<file path="config.mk">
export PLATFORM = sky130hd
export DESIGN_NAME = mmio_gpio_timer
export DESIGN_NICKNAME = d
export VERILOG_FILES = /design/src/rtl/mmio_pkg.sv /design/src/rtl/sw_debounce.sv /design/src/rtl/mmio_gpio_timer.sv
export SDC_FILE = /design/constraint.sdc
export NUM_CORES = 1
export LEC_CHECK = 0
export CORE_ASPECT_RATIO = 0.5
export CORE_MARGIN = 2
export CORE_UTILIZATION = 35
export DETAILED_ROUTE_END_ITERATION = 8
export SKIP_CTS_REPAIR_TIMING = 1
export SLEW_MARGIN = 15
export SYNTH_ARGS = -nofsm -noshare
export SYNTH_HDL_FRONTEND = slang
export SYNTH_SLANG_ARGS = --single-unit
</file>
<file path="constraint.sdc">
create_clock -name clk -period 2.65 [get_ports clk]
set_input_delay 0.53 -clock clk [delete_from_list [all_inputs] [get_ports clk]]
set_output_delay 0.53 -clock clk [all_outputs]
set_load 0.01 [all_outputs]
</file>
<file path="src/rtl/mmio_pkg.sv">
// Shared register-map offsets and CTRL layout for the GPIO/timer peripheral.
package mmio_pkg;

    localparam logic [4:0] OFS_LEDS      = 5'h00;
    localparam logic [4:0] OFS_SW        = 5'h04;
    localparam logic [4:0] OFS_SW_EDGE   = 5'h08;
    localparam logic [4:0] OFS_TMR_LOAD  = 5'h0C;
    localparam logic [4:0] OFS_TMR_COUNT = 5'h10;
    localparam logic [4:0] OFS_CTRL      = 5'h14;

    localparam int CTRL_EN      = 0;
    localparam int CTRL_AUTO    = 1;
    localparam int CTRL_EXPIRED = 2;
    localparam int CTRL_IRQ_EN  = 3;

    // Field order matches the bit indices above (en is bit 0).
    typedef struct packed {
        logic irq_en;
        logic expired;
        logic auto_rl;
        logic en;
    } ctrl_t;

endpackage

</file>
<file path="src/rtl/sw_debounce.sv">
// Two-flop synchronizer followed by a per-bit hold counter; a level is accepted
// only after it differs from the current accepted level for DEBOUNCE_CYC edges.
module sw_debounce #(
    parameter int N_IO         = 10,
    parameter int DEBOUNCE_CYC = 16
) (
    input  logic            clk,
    input  logic            nreset,
    input  logic [N_IO-1:0] i_raw,
    output logic [N_IO-1:0] o_level,
    output logic [N_IO-1:0] o_rise
);

    localparam int CW = $clog2(DEBOUNCE_CYC);

    logic [N_IO-1:0] r_sync1;
    logic [N_IO-1:0] r_sync2;
    logic [N_IO-1:0] r_level;
    logic [CW-1:0]   r_cnt [N_IO];
    logic [N_IO-1:0] w_done;

    always_comb begin
        for (int i = 0; i < N_IO; i++) begin
            w_done[i] = (r_sync2[i] != r_level[i]) && (r_cnt[i] == CW'(DEBOUNCE_CYC - 1));
        end
    end

    always_ff @(posedge clk) begin
        if (!nreset) begin
            r_sync1 <= '0;
            r_sync2 <= '0;
            r_level <= '0;
            r_cnt   <= '{default: '0};
        end else begin
            r_sync1 <= i_raw;
            r_sync2 <= r_sync1;
            for (int i = 0; i < N_IO; i++) begin
                if (r_sync2[i] == r_level[i]) begin
                    r_cnt[i] <= '0;
                end else if (w_done[i]) begin
                    r_cnt[i]   <= '0;
                    r_level[i] <= r_sync2[i];
                end else begin
                    r_cnt[i] <= r_cnt[i] + 1'b1;
                end
            end
        end
    end

    // Rise pulse is valid in the cycle before the accepted level changes,
    // so the edge register captures it on the same clock edge.
    assign o_rise  = w_done & r_sync2;
    assign o_level = r_level;

endmodule

</file>
<file path="src/rtl/mmio_gpio_timer.sv">
// Memory-mapped LED/switch/timer responder sitting beside the data RAM;
// sel steers the data-memory read mux toward rdata.
module mmio_gpio_timer
    import mmio_pkg::*;
#(
    parameter logic [31:0] BASE_ADDR    = 32'h0000_0C00,
    parameter int          N_IO         = 10,
    parameter int          DEBOUNCE_CYC = 16,
    parameter int          PRESCALE     = 4
) (
    input  logic            clk,
    input  logic            nreset,
    input  logic            mem_write,
    input  logic [31:0]     addr,
    input  logic [31:0]     wdata,
    output logic [31:0]     rdata,
    output logic            sel,
    input  logic [N_IO-1:0] switches,
    output logic [N_IO-1:0] leds,
    output logic            timer_irq
);

    localparam int PW = (PRESCALE > 1) ? $clog2(PRESCALE) : 1;

    logic [31:0]     w_word_addr;
    logic [31:0]     w_offset;
    logic [4:0]      w_ofs;
    logic            w_wr;
    logic [N_IO-1:0] w_sw_level;
    logic [N_IO-1:0] w_sw_rise;
    logic [N_IO-1:0] w_edge_clr;
    logic            w_wrap;
    logic            w_expire;

    logic [N_IO-1:0] r_leds;
    logic [N_IO-1:0] r_sw_edge;
    logic [31:0]     r_load;
    logic [31:0]     r_count;
    logic [PW-1:0]   r_pre;
    ctrl_t           r_ctrl;

    sw_debounce #(
        .N_IO         (N_IO),
        .DEBOUNCE_CYC (DEBOUNCE_CYC)
    ) u_sw_debounce (
        .clk     (clk),
        .nreset  (nreset),
        .i_raw   (switches),
        .o_level (w_sw_level),
        .o_rise  (w_sw_rise)
    );

    always_comb begin
        w_word_addr = addr & ~32'h3;
        w_offset    = w_word_addr - BASE_ADDR;
        sel         = (w_word_addr >= BASE_ADDR) && (w_offset <= 32'h14);
        w_ofs       = w_offset[4:0];
        w_wr        = mem_write && sel;
        w_edge_clr  = (w_wr && w_ofs == OFS_SW_EDGE) ? wdata[N_IO-1:0] : '0;
        w_wrap      = r_ctrl.en && (r_pre == PW'(PRESCALE - 1));
        w_expire    = w_wrap && (r_count == 32'd0);
    end

    always_ff @(posedge clk) begin
        if (!nreset) begin
            r_leds    <= '0;
            r_sw_edge <= '0;
        end else begin
            if (w_wr && w_ofs == OFS_LEDS) r_leds <= wdata[N_IO-1:0];
            r_sw_edge <= (r_sw_edge & ~w_edge_clr) | w_sw_rise;
        end
    end

    // Later assignments in this block override earlier ones: software LOAD
    // writes beat the reload, and expiry beats a same-cycle EXPIRED clear.
    always_ff @(posedge clk) begin
        if (!nreset) begin
            r_load  <= '0;
            r_count <= '0;
            r_pre   <= '0;
            r_ctrl  <= '0;
        end else begin
            if (r_ctrl.en) r_pre <= w_wrap ? '0 : r_pre + 1'b1;
            if (w_wrap) begin
                if (r_count != 32'd0)  r_count <= r_count - 32'd1;
                else if (r_ctrl.auto_rl) r_count <= r_load;
            end
            if (w_expire) begin
                r_ctrl.expired <= 1'b1;
                if (!r_ctrl.auto_rl) r_ctrl.en <= 1'b0;
            end
            if (w_wr && w_ofs == OFS_TMR_LOAD) begin
                r_load  <= wdata;
                r_count <= wdata;
                r_pre   <= '0;
            end
            if (w_wr && w_ofs == OFS_CTRL) begin
                r_ctrl.en     <= wdata[CTRL_EN];
                r_ctrl.auto_rl <= wdata[CTRL_AUTO];
                r_ctrl.irq_en <= wdata[CTRL_IRQ_EN];
                if (wdata[CTRL_EXPIRED] && !w_expire) r_ctrl.expired <= 1'b0;
            end
        end
    end

    always_comb begin
        rdata = '0;
        if (sel) begin
            case (w_ofs)
                OFS_LEDS:      rdata[N_IO-1:0] = r_leds;
                OFS_SW:        rdata[N_IO-1:0] = w_sw_level;
                OFS_SW_EDGE:   rdata[N_IO-1:0] = r_sw_edge;
                OFS_TMR_LOAD:  rdata           = r_load;
                OFS_TMR_COUNT: rdata           = r_count;
                OFS_CTRL:      rdata[3:0]      = r_ctrl;
                default:       rdata           = '0;
            endcase
        end
    end

    assign leds      = r_leds;
    assign timer_irq = r_ctrl.expired & r_ctrl.irq_en;

endmodule

</file>
==> results of run 1 <==
[flip-flops by register name, indices dropped and copies added, names as in the netlist]
signal,count
u_sw_debounce.o_level,10
u_sw_debounce.r_sync2,10
u_sw_debounce.r_cnt,40
r_pre,2
r_load,32
u_sw_debounce.r_sync1,10
leds,10
r_ctrl,4
r_count,32
r_sw_edge,10
[metrics by stage]
stage	hold slack, ns	instance area [µm²]
floorplan	0.412	8120
global placement	0.417	10300
detailed placement	0.419	10300
CTS	0.436	10900
global route	0.446	11300
finish	0.432	11300
[path summary, 6_finish.rpt]
kind	endpoint	slack [ns]	cells past startpoint
max	rdata[6]	0.02	8
min	u_sw_debounce.r_sync2[1]	0.43	1
max reg2reg	r_count[31]	0.19	9
min reg2reg	u_sw_debounce.r_sync2[1]	0.43	1
[cells in the final DEF (no fill, tap or decap), drive strengths merged, types with 4 or more instances in the layout]
cell type and instances:
a211o 6, a211oi 10, a21oi 35, a22o 23, a22oi 33, a31oi 10, and2 24, and3 15
buf 146, clkbuf 26, clkdlybuf4s50 56, clkinv 4, dfxtp 160, dlymetal6s2s 26, ha 13, inv 36
mux2 9, mux2i 35, nand2 63, nand3 50, nand4 17, nor2 126, nor2b 4, nor3 17
nor4 22, o211ai 11, o21ai 41, o22a 6, o22ai 8, or3 5, or3b 11, or4 10
xor2 30
[kinds of logic after synthesis]
| kind of cell | count (synthesis) | share of synthesized area, % |
|---|---|---|
| compound gates | 215 | 18.7 |
| xor+xnor | 31 | 3.34 |
| fa+ha+maj | 13 | 2.00 |
| buf+inv | 87 | 4.82 |
| flops | 160 | 39.5 |
| mux | 46 | 6.12 |
| simple gates | 382 | 25.5 |
[worst max-delay path, cell delays in order]
cell	delay (ns)
clkbuf_2	0.09
or4_4	0.54
nor4_4	0.30
nand2_4	0.10
buf_12	0.15
buf_12	0.15
nor2_4	0.10
buf_2	0.13
[metal layers]
layer,routed length [µm],vias to the layer above
met1,12100,3825
li1,-,3806
met4,444,2
met3,1520,34
met5,13,-
met2,12100,235
[Yosys cell counts, drive strengths merged (9+ instances only)]
library cell / n / share of area, %
a211oi: 10 / 1.1
a21oi: 35 / 2.2
a22o: 23 / 2.5
a22oi: 33 / 3.1
a31oi: 10 / 0.77
and2: 24 / 1.8
and3: 15 / 1.2
buf: 17 / 1.6
clkbuf: 39 / 1.8
dfxtp: 160 / 39
ha: 13 / 2.0
inv: 31 / 1.4
mux2: 9 / 1.2
mux2i: 35 / 4.3
nand2: 63 / 2.9
nand3: 50 / 3.3
nand4: 17 / 1.5
nor2: 126 / 5.9
nor3: 17 / 1.2
nor4: 22 / 3.0
o211ai: 11 / 1.0
o21ai: 41 / 2.7
or3b: 11 / 1.2
or4: 10 / 1.0
xor2: 30 / 3.2
[power groups by stage]
stage | sequential, mW | clock (mW) | combinational (mW)
finish | 2.43 | 2.39 | 0.337
global route | 2.43 | 2.53 | 0.360
CTS | 2.43 | 2.42 | 0.322
detailed placement | 2.49 | 0 | 0.320
global placement | 2.49 | 0 | 0.317
floorplan | 2.48 | 0 | 0.106
[layout make-up]
class,count,share of cell area [%]
Tap cell,307,3.41
Sequential cell,160,28.4
Clock buffer,19,3.84
Timing Repair Buffer,235,19.7
Clock inverter,13,1.15
Multi-Input combinational cell,687,42.4
Inverter,31,1.03
==> flow_summary.ini, run 1 <==
[logic_synthesis]
netlist_instances = 934
syn_area_um2 = 8120
synth-seq-area-share_pct = 39.5
synth_edf_count = 0
synth_top_flop_cell = dfxtp_1
ys_seq_elements = 160
synth_area_per_cell_um2 = 8.69
synth_nets = 1024
yosys_warnings = 0
async_flop_share_pct = 0
yosysUniqueCellTypes = 77

[route]
drc_errors = 0
vias = 7902
wl_um = 26100
wire_per_inst_um = 18.0
drt_first_pass_iters = 5
postRouteAntennaNets = 0
via_per_inst = 5.44
drt_iter0_drc = 505

[cts]
root_buffer = clkbuf_16
clk_pin_slew_ns = 0.06
clock_latency_ns = 0.45
htreeDepth = 4
clkSinkCount = 160
cts_buffer_depth = 2
cts_made_buffers = 17
tritoncts = yes

[critical_path]
rr_startpoint = r_count[0]
worstPathRequired_ns = 2.12
crit_type = in -> out
crit_path_start_kind = input pin
cp_max_fo = 8
crit_path_end_kind = primary output
cp.arrival_ns = 2.10
startpoint = addr[22]

[grt]
use_met3_pct = 5.11
antenna_found_initial = 1
grt.met2_usage_pct = 33.5
busiest_layer = met2
grt_start_max_net_pins = 54
grt_pass1_vias = 7564
met1_usage_pct = 27.5
grt-ovfl-total = 0
grt_pass1_wl_um = 40000
grtUsageTotal_pct = 20.8

[timing]
setup_violations = 0
drv_slew = 0
finalCriticalPeriod_ns = 2.63
fmax_mhz = 380
skew_ns = 0.0101
setup_tns_ns = 0
relSlewSlack_pct = 60.1
finalHoldViolCount = 0
finalCritPeriodShare_pct = 99.2
finalWorstSetupSlack_ns = 0.0204
worstMarginPinSlew_ns = 0.597

[floorplan]
dieArea_um2 = 24500
die_x_um = 219
start_util_pct = 35.6
die-height_um = 112
row_count = 39
ios = 121
core_um2 = 22800

[place]
place_inst = 1408
routabilityCongestion = 0.921
dp_slack_ns = -0.867
io_buffers = 118
hpwl_um = 18800

[worst_hold_path]
hp-start = u_sw_debounce.r_sync1[1]
min_path_type = reg -> reg

[pwr]
leakagePower_nw = 4.86
irDropWorstVdd_mv = 0.364
powerDensity_nw_per_um2 = 458
power_mw = 5.16
internal-power_mw = 3.91
p_switching_mw = 1.25
p_comb_share_pct = 6.5
swShare_pct = 24.3
pwr-share-seq_pct = 47.1
clockPowerShare_pct = 46.3

[finish]
area_growth_pct = 38.8
final_cells = 1452
seq_area_um2 = 3200
utilization_pct = 49.5
n_antenna_cell = 0
layout-drive-gt1-share_pct = 24.2
nFillCells = 2156
multi_input_area_um2 = 4780
nNetsFinal = 1222

[flow_run]
maxCapViolCount = 0

[outcome]
status = finished, final reports clean
No activity file was read; power rests on OpenSTA's default activity.
==> run 2, diff against run 1 <==
--- a/config.mk
+++ b/config.mk
@@ -9,6 +9,7 @@
 export CORE_MARGIN = 2
 export CORE_UTILIZATION = 35
 export DETAILED_ROUTE_END_ITERATION = 8
+export GPL_TIMING_DRIVEN = 0
 export SKIP_CTS_REPAIR_TIMING = 1
 export SLEW_MARGIN = 15
 export SYNTH_ARGS = -nofsm -noshare
==> run 2 against run 1 <==
Effect of this change:
- sequential cell count unchanged
- clock power increased by 3%
- utilization decreased by 0.41 points
- global-route usage increased by 1.5 points
- worst hold slack got worse by 0.0044 ns
- count of clock-buffer cells in the layout increased by 2
- via count about the same
- sequential share of layout area increased by 0.25 points
- cell area decreased by 0.82%
- die area unchanged
- the flow now finishes with violations (negative setup slack)
- critical path depth unchanged
- cell count decreased by 2.5%
==> flow_summary.ini, run 2 (synthesized netlist as in run 1, its figures left out) <==
[floorplan]
die_x_um = 219
ios = 121
core_um2 = 22800
start_util_pct = 35.6
dieArea_um2 = 24500
die-height_um = 112
row_count = 39

[finish]
area_growth_pct = 37.7
most-common-layout-cells = 159 x dfxtp_1, 94 x nor2_1, 61 x nand2_1, 56 x clkdlybuf4s50_1, 46 x nand3_1
reg.largest.list = u_sw_debounce.r_cnt (40), r_count (32), r_load (32)
layout-drive-gt1-share_pct = 22.0
nNetsFinal = 1188
mostFrequentLayoutCell = dfxtp_1
largest_reg_flops = 40
regMostFlops = u_sw_debounce.r_cnt
n_antenna_cell = 0

[pwr]
irDropWorstVdd_mv = 0.257
leakagePower_nw = 4.66
power_mw = 5.20
powerDensity_nw_per_um2 = 465

[cts]
cts_made_buffers = 17
clk_pin_slew_ns = 0.07
htreeDepth = 4
cts_buffer_depth = 2
tritoncts = yes
clock_latency_ns = 0.43
clkSinkCount = 160
root_buffer = clkbuf_16

[timing]
worstMarginPinSlew_ns = 0.871
finalWorstSetupSlack_ns = -0.0860
finalCritPeriodShare_pct = 103
fmax_mhz = 366
setup_violations = 30
skew_ns = 0.0112
finalHoldWorstSlack_ns = 0.427
rsz0062_at_grt = yes
finalHoldViolCount = 0
relSlewSlack_pct = 42.0
drv_slew = 0
finalCriticalPeriod_ns = 2.74

[outcome]
violations = negative setup slack
status = finished with violations

[grt]
grt_pass1_vias = 7412
grt_pass1_wl_um = 42000
grt-ovfl-total = 0
grtUsageTotal_pct = 22.3
antenna_found_initial = 0
grt_start_max_net_pins = 17

[critical_path]
crit_path_end_kind = primary output
critPathMaxStageDelay_ns = 0.44
cp.arrival_ns = 2.21
worstPathRequired_ns = 2.12
crit_family = buffers and inverters
slowest_stage = clkdlybuf4s50_1
crit_path_start_kind = input pin
crit_chain = clkdlybuf4s50_1 > or3_4 > nand3_4 > nand2_4 > buf_6 > clkbuf_16 > nor2_2 > buf_2
cp_max_fo = 6
crit_type = in -> out
cp_num_buf_inv = 4

[route]
via_per_inst = 5.58
drt_first_pass_iters = 8
wl_um = 28400
postRouteAntennaNets = 0
vias = 7899
drc_errors = 0
wire_per_inst_um = 20.0
drt_iter0_drc = 618

[place]
routabilityCongestion = 0.908
hpwl_um = 20300
dp_slack_ns = -1.56
io_buffers = 117

[flow_run]
maxCapViolCount = 0

[worst_hold_path]
min_path_type = reg -> reg
-- run 2: through the flow --
| step | util (%) | setup TNS, ns | cell area, µm² | instances |
|---|---|---|---|---|
| after floorplan | - | 0 | 8120 | 934 |
| final | 49.1 | -0.989 | 11200 | 1416 |
| after global routing | 49.1 | -2.81 | 11200 | 1416 |
| after detailed placement | 42.5 | -97.04 | 9670 | 1358 |
| after global placement | 42.5 | -93.25 | 9670 | 1358 |
| after CTS | 45.0 | -59.93 | 10300 | 1388 |
-- run 2: final timing paths --
check	from	cells past startpoint	slack (ns)	endpoint
hold / removal	u_sw_debounce.r_sync1[9]	1	0.43	u_sw_debounce.r_sync2[9]
setup reg to reg	r_count[0]	9	0.03	r_count[22]
hold reg to reg	u_sw_debounce.r_sync1[9]	1	0.43	u_sw_debounce.r_sync2[9]
setup / recovery	addr[15]	8	-0.09	rdata[3]
-- run 2: layer usage --
| layer | track usage [%] | vias up | share of wire [%] | wire length (µm) |
|---|---|---|---|---|
| met5 | 0 | - | 0 | 0 |
| met4 | 6.49 | 0 | 2.2 | 629 |
| met3 | 4.26 | 54 | 6.5 | 1850 |
| met2 | 35.9 | 286 | 47 | 13200 |
| met1 | 30.3 | 3821 | 45 | 12700 |
| li1 | - | 3738 | - | - |
-- run 2: final cells by class --
| class | count | area, µm² |
|---|---|---|
| multi-input combinational | 688 | 4970 |
| tap | 307 | 384 |
| clock inverter | 9 | 97.6 |
| timing repair buffer | 148 | 1570 |
| sequential | 160 | 3200 |
| fill | 2140 | 11600 |
| clock buffer | 21 | 480 |
| inverter | 31 | 121 |
| buffer | 52 | 354 |
-- run 2: power by group --
group	switching (mW)	leakage [nW]	internal (mW)
Sequential	0.0104	1.29	2.42
Clock	1.06	0.279	1.40
Combinational	0.170	3.09	0.141
==> run 3, diff against run 2 <==
--- a/config.mk
+++ b/config.mk
@@ -14,4 +14,5 @@
 export SLEW_MARGIN = 15
 export SYNTH_ARGS = -nofsm -noshare
 export SYNTH_HDL_FRONTEND = slang
+export SYNTH_HIERARCHICAL = 1
 export SYNTH_SLANG_ARGS = --single-unit
==> run 3 against run 2 <==
Effect of this change:
- the flow still finishes with violations (negative setup slack)
- sequential cell count unchanged
- largest cell class unchanged
- worst hold slack better by 0.0035 ns
- sequential power barely moved
- register-to-register slack better by 0.03 ns
- largest power group is now registers
- via count down 1.6%
- global-route usage fell by 0.25 points
- count of clock-buffer cells in the layout down 1
- critical path depth up 2
- utilization fell by 0.94 points
- setup slack got worse by 0.16 ns
==> flow_summary.ini, run 3 <==
[grt]
grtUsageTotal_pct = 22.0
grt-ovfl-total = 0
antenna_found_initial = 0
grt_pass1_wl_um = 41500
grt_pass1_vias = 7531
grt_start_max_net_pins = 17

[cts]
clock_latency_ns = 0.44
clkSinkCount = 160
htreeDepth = 4
cts_made_buffers = 17
tritoncts = yes
cts_buffer_depth = 2
root_buffer = clkbuf_16
clk_pin_slew_ns = 0.06

[floorplan]
core_um2 = 22800
start_util_pct = 35.7
die_x_um = 220
die-height_um = 112
dieArea_um2 = 24600
row_count = 39
ios = 121

[finish]
nNetsFinal = 1217
seq_area_um2 = 3210
n_antenna_cell = 0
final_cells = 1447
reg.largest.list = u_sw_debounce/r_cnt (40), r_count (32), r_load (32)
layout-drive-gt1-share_pct = 20.9
nFillCells = 2238
most-common-layout-cells = 158 x dfxtp_1, 88 x nand2_1, 65 x nor2_1, 65 x clkdlybuf4s50_1, 41 x a21oi_1
multi_input_area_um2 = 4890
largest_reg_flops = 40
mostFrequentLayoutCell = dfxtp_1
final_cell_area_um2 = 11000
utilization_pct = 48.1
area_growth_pct = 34.7
regMostFlops = u_sw_debounce/r_cnt

[critical_path]
slowest_stage = clkdlybuf4s50_1
crit_chain = clkdlybuf4s50_1 > nor3_1 > and4_1 > o2111ai_1 > nand2b_4 > buf_6 > buf_12 > buf_12 > nor2_4 > buf_6
startpoint = addr[29]
cp_max_fo = 6
rr_startpoint = r_count[18]
crit_family = buffers and inverters
cp.arrival_ns = 2.37
reg2reg_slack_ns = 0.06
r2r_cells = 10
crit_type = in -> out
critPathMaxStageDelay_ns = 0.42
crit_path_end_kind = primary output
cp_num_buf_inv = 5
cp_num_cells = 10
worstPathRequired_ns = 2.12
crit_path_start_kind = input pin

[logic_synthesis]
synth_edf_count = 0
yosysTopAreaCell = dfxtp_1
synth_nets = 1057
ys_seq_elements = 160
synth_area_per_cell_um2 = 8.43
netlist_instances = 967
syn_area_um2 = 8160
synth-seq-area-share_pct = 39.3
yosys_warnings = 6
synth_top_flop_cell = dfxtp_1
yosysUniqueCellTypes = 70
yosysMostFrequentCell = dfxtp_1
synth_top_area_share_pct = 39.3
yosys-top-cells-count = 160 x dfxtp_1, 98 x nor2_1, 89 x nand2_1
async_flop_share_pct = 0
synth_area_leaders = dfxtp_1 39%, nor2_1 4.5%, nand2_1 4.1%

[timing]
worstMarginPinSlew_ns = 0.665
finalCriticalPeriod_ns = 2.90
fmax_mhz = 345
relSlewSlack_pct = 55.5
setup_tns_ns = -5.55
setup_violations = 31
finalHoldWorstSlack_ns = 0.431
finalCritPeriodShare_pct = 109
drv_slew = 0
finalWorstSetupSlack_ns = -0.249
skew_ns = 0.00996
rsz0062_at_grt = yes
finalHoldViolCount = 0

[route]
wl_met3_um = 1420
postRouteAntennaNets = 0
wire_per_inst_um = 18.8
wl_um = 27200
via_per_inst = 5.37
wl_met1_um = 12500
wl_met2_um = 12700
drt_iter0_drc = 631
drc_errors = 0
dr.max_layer_used = met4
drt_first_pass_iters = 5
vias = 7769

[place]
dpl_cell_area_um2 = 9800
routabilityCongestion = 0.921
hpwl_um = 19500
dp_slack_ns = -1.42
io_buffers = 116
place_inst = 1390

[pwr]
power_mw = 5.10
irDropWorstVdd_mv = 0.390
leakagePower_nw = 4.28
powerDensity_nw_per_um2 = 464

[worst_hold_path]
min_path_type = reg -> reg
hp-start = u_sw_debounce/r_sync1[8]
holdPathStages = 1

[outcome]
violations = negative setup slack
status = finished with violations

[flow_run]
maxCapViolCount = 0
[run 3: changes by cell type in the layout (fill, tap and decap cells not counted), moves of 13 or more]
cell	delta
a21boi_0	+32
nand2_1	+27
buf_6	-13
nor2b_1	+23
a22o_1	-23
nor2_1	-29
a21boi_1	+21
[run 3: area by class of cell]
| class | instances | share of cell area (%) |
|---|---|---|
| multi-input combinational | 708 | 44.5 |
| sequential | 160 | 29.2 |
| timing repair buffer | 149 | 12.8 |
| clock buffer | 20 | 4.16 |
| buffer | 57 | 3.76 |
| tap | 307 | 3.50 |
| inverter | 34 | 1.18 |
| clock inverter | 12 | 0.922 |
[run 3: worst register-to-register path, stage by stage (launching register included)]
cell	delay, ns
dfxtp_1	0.39
nor4_4	0.41
nand3_4	0.19
or4_4	0.55
buf_6	0.16
o21ai_4	0.18
buf_8	0.15
buf_6	0.16
a21oi_1	0.06
nor3_1	0.17
nor2_1	0.06
[run 3: path summary, 6_finish.rpt]
kind                                                  to
worst min register to register  u_sw_debounce/r_sync2[8]
worst max register to register               r_count[31]
worst min-delay path            u_sw_debounce/r_sync2[8]
worst max-delay path                           rdata[19]
[run 3: cell families after synthesis]
| logic type | share of synthesized area, % |
|---|---|
| and+or+nand+nor | 23.2 |
| AOI/OAI and AO/OA | 21.4 |
| adders and majority gates | 1.99 |
| muxes | 5.00 |
| buffers and inverters | 5.31 |
| DFF | 39.3 |
| xor gates and xnor gates | 3.76 |
[run 3: per-layer routing]
layer / global-route usage (%) / vias up
met5: 0 / -
met4: 7.56 / 0
met3: 3.72 / 46
met2: 35.4 / 215
met1: 29.9 / 3745
li1: - / 3763
[run 3: report_power, final]
group          internal [mW]  leakage (nW)  switching [mW]  total (mW)
clock network           1.27         0.270            1.09        2.36
logic                  0.155          2.72           0.150       0.305
registers               2.42          1.29          0.0118        2.43
